`config.mk`:
```
export PLATFORM = sky130hd
export DESIGN_NAME = exe_stage
export DESIGN_NICKNAME = d
export VERILOG_FILES = /design/src/rtl/exe_stage.sv
export SDC_FILE = /design/constraint.sdc
export NUM_CORES = 1
export LEC_CHECK = 0
export CAP_MARGIN = 20
export CORE_AREA = 2 2 209 211
export CTS_CLUSTER_SIZE = 16
export DETAILED_ROUTE_END_ITERATION = 6
export DIE_AREA = 0 0 211 213
export PLACE_DENSITY = 0.82
export RECOVER_POWER = 50
export REMOVE_ABC_BUFFERS = 1
export SETUP_SLACK_MARGIN = 0.15
export SLEW_MARGIN = 25
export SYNTH_ARGS = -nofsm -noshare
export SYNTH_HDL_FRONTEND = slang
export SYNTH_SLANG_ARGS = --single-unit
export TNS_END_PERCENT = 1
```
`constraint.sdc`:
```
create_clock -name clk -period 8.5 [get_ports clk]
set_input_delay 2.55 -clock clk [delete_from_list [all_inputs] [get_ports clk]]
set_output_delay 2.55 -clock clk [all_outputs]
set_load 0.02 [all_outputs]
```
`src/rtl/exe_stage.sv`:
```
// exe_stage: EXE pipeline stage. Holds one instruction from ID, computes
// its result with a single-cycle ALU or a 32-iteration restoring divider,
// issues the data-RAM request and forwards its pending write-back to ID.

`ifndef ID_TO_EXE_BUS_WD
`define ID_TO_EXE_BUS_WD 155
`endif
`ifndef EXE_TO_MEM_BUS_WD
`define EXE_TO_MEM_BUS_WD 75
`endif
`ifndef EXE_TO_ID_BUS_WD
`define EXE_TO_ID_BUS_WD 40
`endif

module exe_stage (
    input  logic                          clk,
    input  logic                          reset,
    input  logic [`ID_TO_EXE_BUS_WD-1:0]  ID_to_EXE_bus,
    input  logic                          ID_to_EXE_valid,
    output logic                          EXE_allow_in,
    input  logic                          MEM_allow_in,
    output logic                          EXE_to_MEM_valid,
    output logic [`EXE_TO_MEM_BUS_WD-1:0] EXE_to_MEM_bus,
    output logic                          data_ram_en,
    output logic [3:0]                    data_ram_we,
    output logic [31:0]                   data_ram_addr,
    output logic [31:0]                   data_ram_w_data,
    output logic [`EXE_TO_ID_BUS_WD-1:0]  EXE_to_ID_bus
);

    localparam logic [1:0] S_IDLE = 2'd0;
    localparam logic [1:0] S_RUN  = 2'd1;
    localparam logic [1:0] S_DONE = 2'd2;

    // Pipeline state
    logic                         valid_q;
    logic [`ID_TO_EXE_BUS_WD-1:0] bus_q;
    logic                         ready_go_s;

    // Divider state
    logic [1:0]  state_q, state_d;
    logic [5:0]  cnt_q;
    logic [31:0] quot_q;
    logic [31:0] rem_q;
    logic [31:0] dvsr_q;

    // Decoded fields of the latched instruction
    logic [11:0] alu_op_s;
    logic [3:0]  div_op_s;
    logic        ld_en_s, st_en_s, ld_signed_s, rf_w_en_s;
    logic [1:0]  mem_size_s;
    logic [4:0]  waddr_s;
    logic [31:0] src1_s, src2_s, st_data_s, pc_s;

    assign alu_op_s    = bus_q[154:143];
    assign div_op_s    = bus_q[142:139];
    assign ld_en_s     = bus_q[138];
    assign st_en_s     = bus_q[137];
    assign mem_size_s  = bus_q[136:135];
    assign ld_signed_s = bus_q[134];
    assign rf_w_en_s   = bus_q[133];
    assign waddr_s     = bus_q[132:128];
    assign src1_s      = bus_q[127:96];
    assign src2_s      = bus_q[95:64];
    assign st_data_s   = bus_q[63:32];
    assign pc_s        = bus_q[31:0];

    logic is_div_s;
    assign is_div_s = |div_op_s;

    // Handshake
    assign ready_go_s       = ~is_div_s | (state_q == S_DONE);
    assign EXE_allow_in     = ~valid_q | (MEM_allow_in & ready_go_s);
    assign EXE_to_MEM_valid = valid_q & ready_go_s;

    // Stage valid flag: refilled from ID whenever the stage can accept
    always_ff @(posedge clk) begin
        if (reset) begin
            valid_q <= 1'b0;
        end else if (EXE_allow_in) begin
            valid_q <= ID_to_EXE_valid;
        end else begin
            valid_q <= valid_q;
        end
    end

    // Instruction register: captures a new instruction only on a real transfer
    always_ff @(posedge clk) begin
        if (ID_to_EXE_valid & EXE_allow_in) begin
            bus_q <= ID_to_EXE_bus;
        end else begin
            bus_q <= bus_q;
        end
    end

    // Single-cycle ALU; one-hot select, all-zero select yields zero
    logic [31:0] alu_res_s;
    logic [4:0]  shamt_s;
    assign shamt_s = src2_s[4:0];
    always_comb begin
        alu_res_s = 32'd0;
        if (alu_op_s[0])  alu_res_s = alu_res_s | (src1_s + src2_s);
        else              alu_res_s = alu_res_s;
        if (alu_op_s[1])  alu_res_s = alu_res_s | (src1_s - src2_s);
        else              alu_res_s = alu_res_s;
        if (alu_op_s[2])  alu_res_s = alu_res_s | {31'd0, ($signed(src1_s) < $signed(src2_s))};
        else              alu_res_s = alu_res_s;
        if (alu_op_s[3])  alu_res_s = alu_res_s | {31'd0, (src1_s < src2_s)};
        else              alu_res_s = alu_res_s;
        if (alu_op_s[4])  alu_res_s = alu_res_s | (src1_s & src2_s);
        else              alu_res_s = alu_res_s;
        if (alu_op_s[5])  alu_res_s = alu_res_s | ~(src1_s | src2_s);
        else              alu_res_s = alu_res_s;
        if (alu_op_s[6])  alu_res_s = alu_res_s | (src1_s | src2_s);
        else              alu_res_s = alu_res_s;
        if (alu_op_s[7])  alu_res_s = alu_res_s | (src1_s ^ src2_s);
        else              alu_res_s = alu_res_s;
        if (alu_op_s[8])  alu_res_s = alu_res_s | (src1_s << shamt_s);
        else              alu_res_s = alu_res_s;
        if (alu_op_s[9])  alu_res_s = alu_res_s | (src1_s >> shamt_s);
        else              alu_res_s = alu_res_s;
        if (alu_op_s[10]) alu_res_s = alu_res_s | 32'($signed(src1_s) >>> shamt_s);
        else              alu_res_s = alu_res_s;
        if (alu_op_s[11]) alu_res_s = alu_res_s | src2_s;
        else              alu_res_s = alu_res_s;
    end

    // Divider operand preparation: signed ops divide magnitudes
    logic        div_signed_s, want_rem_s;
    logic [31:0] abs1_s, abs2_s;
    assign div_signed_s = div_op_s[0] | div_op_s[1];
    assign want_rem_s   = div_op_s[1] | div_op_s[3];
    assign abs1_s = (div_signed_s & src1_s[31]) ? (32'd0 - src1_s) : src1_s;
    assign abs2_s = (div_signed_s & src2_s[31]) ? (32'd0 - src2_s) : src2_s;

    // One restoring step: shift in next dividend bit, subtract if it fits
    logic [32:0] rem_sh_s, diff_s;
    logic [31:0] rem_step_s, quot_step_s;
    always_comb begin
        rem_sh_s = {rem_q, quot_q[31]};
        diff_s   = rem_sh_s - {1'b0, dvsr_q};
        if (!diff_s[32]) begin
            rem_step_s  = diff_s[31:0];
            quot_step_s = {quot_q[30:0], 1'b1};
        end else begin
            rem_step_s  = rem_sh_s[31:0];
            quot_step_s = {quot_q[30:0], 1'b0};
        end
    end

    // Divider next-state: IDLE -> RUN (32 steps) -> DONE -> IDLE on handoff
    always_comb begin
        state_d = state_q;
        case (state_q)
            S_IDLE: begin
                if (valid_q & is_div_s) state_d = S_RUN;
                else                    state_d = S_IDLE;
            end
            S_RUN: begin
                if (cnt_q == 6'd31) state_d = S_DONE;
                else                state_d = S_RUN;
            end
            S_DONE: begin
                if (EXE_to_MEM_valid & MEM_allow_in) state_d = S_IDLE;
                else                                  state_d = S_DONE;
            end
            default: state_d = S_IDLE;
        endcase
    end

    // Divider datapath registers and FSM state
    always_ff @(posedge clk) begin
        if (reset) begin
            state_q <= S_IDLE;
            cnt_q   <= 6'd0;
        end else begin
            state_q <= state_d;
            case (state_q)
                S_IDLE: begin
                    if (valid_q & is_div_s) begin
                        cnt_q  <= 6'd0;
                        quot_q <= abs1_s;
                        rem_q  <= 32'd0;
                        dvsr_q <= abs2_s;
                    end else begin
                        cnt_q  <= cnt_q;
                    end
                end
                S_RUN: begin
                    cnt_q  <= cnt_q + 6'd1;
                    quot_q <= quot_step_s;
                    rem_q  <= rem_step_s;
                end
                S_DONE:  cnt_q <= cnt_q;
                default: cnt_q <= 6'd0;
            endcase
        end
    end

    // Sign fix-up and the divide-by-zero / overflow corner cases
    logic [31:0] quot_fix_s, rem_fix_s, div_res_s;
    always_comb begin
        if (div_signed_s & (src1_s[31] ^ src2_s[31])) quot_fix_s = 32'd0 - quot_q;
        else                                           quot_fix_s = quot_q;
        if (div_signed_s & src1_s[31]) rem_fix_s = 32'd0 - rem_q;
        else                           rem_fix_s = rem_q;
        if (src2_s == 32'd0) begin
            quot_fix_s = 32'hFFFF_FFFF;
            rem_fix_s  = src1_s;
        end else begin
            quot_fix_s = quot_fix_s;
            rem_fix_s  = rem_fix_s;
        end
        div_res_s = want_rem_s ? rem_fix_s : quot_fix_s;
    end

    logic [31:0] result_s;
    assign result_s = is_div_s ? div_res_s : alu_res_s;

    assign EXE_to_MEM_bus = {rf_w_en_s, ld_en_s, ld_signed_s, mem_size_s, ld_en_s,
                             waddr_s, result_s, pc_s};

    // Data-RAM request: strobes follow access size and low address bits
    always_comb begin
        data_ram_en     = valid_q & ready_go_s & MEM_allow_in & (ld_en_s | st_en_s);
        data_ram_addr   = result_s;
        data_ram_we     = 4'b0000;
        data_ram_w_data = st_data_s;
        case (mem_size_s)
            2'b01: data_ram_w_data = {4{st_data_s[7:0]}};
            2'b10: data_ram_w_data = {2{st_data_s[15:0]}};
            default: data_ram_w_data = st_data_s;
        endcase
        if (data_ram_en & st_en_s) begin
            case (mem_size_s)
                2'b00:   data_ram_we = 4'b1111;
                2'b01:   data_ram_we = 4'b0001 << result_s[1:0];
                2'b10:   data_ram_we = 4'b0011 << {result_s[1], 1'b0};
                default: data_ram_we = 4'b0000;
            endcase
        end else begin
            data_ram_we = 4'b0000;
        end
    end

    assign EXE_to_ID_bus = {valid_q & rf_w_en_s, waddr_s, ld_en_s,
                            ready_go_s & ~ld_en_s, result_s};

endmodule

```
==> impl_metrics.env <==
export IMPL_status="finished with violations"
export IMPL_failed_checks="capacitance limit, slew limit"
export IMPL_syn_area_um2=24000
export IMPL_clk_pin_slew_ns=0.06
export IMPL_synth_edf_count=251
export IMPL_fin_ws_ns=0.259
export IMPL_clk_latency_ns=0.59
export IMPL_cts_buffers=30
export IMPL_area_delta_synth_final_pct=17.0
export IMPL_finalPower_mw=4.70
export IMPL_antenna_found_initial=6
export IMPL_wl_per_cell_um=28.3
export IMPL_nNetsFinal=3172
export IMPL_clock_sinks=260
export IMPL_met2_length_um=42100
export IMPL_vias=23500
export IMPL_min_path_type="flip-flop to flip-flop"
export IMPL_path_delay_family="compound AO/OA/AOI/OAI gates"
export IMPL_route_met3_wl_um=13200
export IMPL_setup_viol=0
export IMPL_rsz0062_at_grt="yes"
export IMPL_yosys_warnings=0
export IMPL_io_pins=345
export IMPL_critical_path_max_stage_delay_ns=0.91
export IMPL_period_share=0.970
export IMPL_pwr_share_comb=0.368
export IMPL_grt_pass1_wl_um=141000
export IMPL_via_per_inst=6.84
export IMPL_seq_power_share=0.345
export IMPL_ys_types=85
export IMPL_ctsRootBufferMaster="clkbuf_16"
export IMPL_finalInstanceArea_um2=28000
export IMPL_wl_met1_um=37600
export IMPL_firstDrtPassIters=7
export IMPL_dpl_cell_area_um2=27000
export IMPL_cp_common_cell="o21ai_0"
export IMPL_multi_input_area_um2=14000
export IMPL_clock_power_share=0.286
export IMPL_h_tree_depth=1
export IMPL_endpoint_kind="primary output"
export IMPL_tightest_slew_ns=4.85
export IMPL_avgSynthCellArea_um2=8.80
export IMPL_gp_congestion=1.09
export IMPL_die_h_um=213
export IMPL_clockBufferDepth=3
export IMPL_fmax_mhz=121
export IMPL_die_w_um=211
export IMPL_drt_iter0_drc=4028
export IMPL_synth_cells=2722
export IMPL_regArea_um2=7720
export IMPL_final_hold_violation_count=0
export IMPL_timing_max_cap_violations=4
export IMPL_die_area_um2=44900
export IMPL_grt_usage=0.420
export IMPL_grt_max_degree=68
export IMPL_peakVddDrop_uv=157
export IMPL_p_per_area_nw_per_um2=168
export IMPL_drv_slew=199
export IMPL_post_route_util=0.656
export IMPL_required_ns=5.95
export IMPL_core_area_um2=42700
export IMPL_top_layer="met5"
export IMPL_skew_ns=0.0129
export IMPL_floorplan_initialDensity=0.561
export IMPL_cp_num_buf_inv=3
export IMPL_worst_slew_margin_rel=-2.23
export IMPL_worstPathCellList="inv_1 > buf_4 > ha_1 > o21ai_0 > o21a_1 > o21ai_0 > a41oi_1 > o31ai_1 > o21ai_0 > a21oi_1 > xnor2_1 > a221oi_1 > a21oi_1 > clkdlybuf4s50_1"
export IMPL_switching_share=0.364
export IMPL_async_flop_share=0
export IMPL_grt_overflow=0
export IMPL_dp_hpwl_um=73900
export IMPL_p_leak_nw=10.6
export IMPL_drc=0
export IMPL_ys_flop_type="edfxtp_1"
export IMPL_fill_cells=3439
export IMPL_path_class="flip-flop to primary output"
export IMPL_ant_nets=0
export IMPL_power_switching_mw=1.71
export IMPL_cp_slowest_cell="o31ai_1"
export IMPL_cell_internal_pwr_mw=2.99
export IMPL_io_buffers=344
export IMPL_cts_tree="built"
export IMPL_cp_arrival_ns=5.69
export IMPL_period_needed_ns=8.24
export IMPL_finalWirelength_um=97500
export IMPL_pre_cts_ws_ns=0.879
export IMPL_layout_drive_gt1_share=0.0691
export IMPL_startpoint_type="flip-flop"
export IMPL_grt_pass1_vias=22000
export IMPL_yosysSeqAreaShare=0.322
export IMPL_rows=76
export IMPL_path_max_fanout=17
export IMPL_ys_seq_elements=260
export IMPL_ctsHoldBuffers=0
==> cells in the mapped netlist (30+ instances only) <==
| cell type | instances | area [µm²] |
|---|---|---|
| a21oi_1 | 214 | 1070 |
| o31ai_1 | 36 | 270 |
| ha_1 | 138 | 1730 |
| nand2_1 | 196 | 736 |
| nor2_1 | 270 | 1010 |
| nand2b_1 | 33 | 206 |
| buf_4 | 123 | 923 |
| mux2i_1 | 96 | 961 |
| clkbuf_1 | 135 | 507 |
| mux4_2 | 43 | 968 |
| inv_1 | 158 | 593 |
| o21ai_0 | 162 | 811 |
| a222oi_1 | 30 | 300 |
| nand3_1 | 44 | 220 |
| nor3_1 | 56 | 280 |
| edfxtp_1 | 251 | 7540 |
| xnor2_1 | 145 | 1270 |
| a211oi_1 | 31 | 233 |
| o22ai_1 | 48 | 300 |
| xor2_1 | 41 | 359 |
| a31oi_1 | 30 | 188 |
==> layer usage <==
| layer | track usage | up-vias |
|---|---|---|
| met1 | 0.571 | 11300 |
| met2 | 0.631 | 1787 |
| met5 | 0 | - |
| met3 | 0.122 | 294 |
| met4 | 0.166 | 6 |
| li1 | - | 10200 |
==> registers in the layout (all words and copies together), names as in the netlist <==
name and cells:
bus_q 155, dvsr_q 32, quot_q 32, rem_q 32, cnt_q 6, state_q 2, valid_q 1
==> cell usage in the layout, fill, tap and decap left out, types with 17 or more instances in the layout <==
cell type	n
nor2_1	269
edfxtp_1	251
a21oi_1	214
nand2_1	196
clkdlybuf4s50_1	187
o21ai_0	161
inv_1	158
dlygate4sd3_1	157
xnor2_1	145
ha_1	138
mux2i_1	96
buf_4	67
nor3_1	56
o22ai_1	48
nand3_1	44
mux4_2	43
xor2_1	41
o31ai_1	36
nand2b_1	33
clkbuf_16	31
a222oi_1	30
a31oi_1	30
a211oi_1	30
o211ai_1	23
or3_1	21
a21o_1	20
a221oi_1	20
nand4_1	17
nor4_1	17
o21a_1	17
==> worst min-delay path: cells and delay by family (launching register included) <==
kind | cells | cell delay, ns
AO/OA/AOI/OAI | 2 | 0.15
flip-flops | 1 | 0.34
==> path summary, 6_finish.rpt <==
kind	start	endpoint	slack, ns	depth (start not counted)
max reg2reg	bus_q[140]	bus_q[117]	1.74	8
max	bus_q[68]	EXE_to_MEM_bus[62]	0.26	14
min	cnt_q[3]	cnt_q[3]	0.53	2
min reg2reg	cnt_q[3]	cnt_q[3]	0.53	2
==> cell families after synthesis <==
family | Yosys count | synth area share
AO/OA/AOI/OAI | 773 | 0.210
AND/OR/NAND/NOR | 752 | 0.146
XOR/XNOR | 186 | 0.0680
buffers and inverters | 459 | 0.0930
adder cells (fa/ha/maj) | 141 | 0.0746
multiplexers | 151 | 0.0862
flip-flops | 260 | 0.322
==> power by group through the flow <==
stage | clock, mW | combinational, mW | sequential (mW)
after floorplan | 0 | 0.952 | 1.67
after global placement | 0 | 1.65 | 1.63
after detailed placement | 0 | 1.68 | 1.64
after CTS | 1.36 | 1.69 | 1.61
after global routing | 1.40 | 1.81 | 1.63
final | 1.35 | 1.73 | 1.62
==> layout make-up <==
class                   count  area share
diodes                      1   0.0000893
clock buffers              35      0.0282
clock inverters            20     0.00812
inverters                 160      0.0214
multi-input cells        2003       0.501
flip-flops and latches    260       0.275
well taps                 546      0.0244
repair buffers            417       0.142
==> per-stage QoR <==
stage	setup TNS [ns]	hold WS, ns	cells
2_1_floorplan	-3.54	0.460	2423
6_report	0	0.535	3442
3_5_place_dp	0	0.520	3386
5_1_grt	0	0.559	3441
4_1_cts	0	0.529	3441
3_3_place_gp	0	0.473	3386
==> what timing repair did <==
action                     4_1_cts  5_1_grt
setup endpoints to repair        0        9
setup buffers                    0        0
resized for setup                0        2
Power figures use the tool's default switching activity.
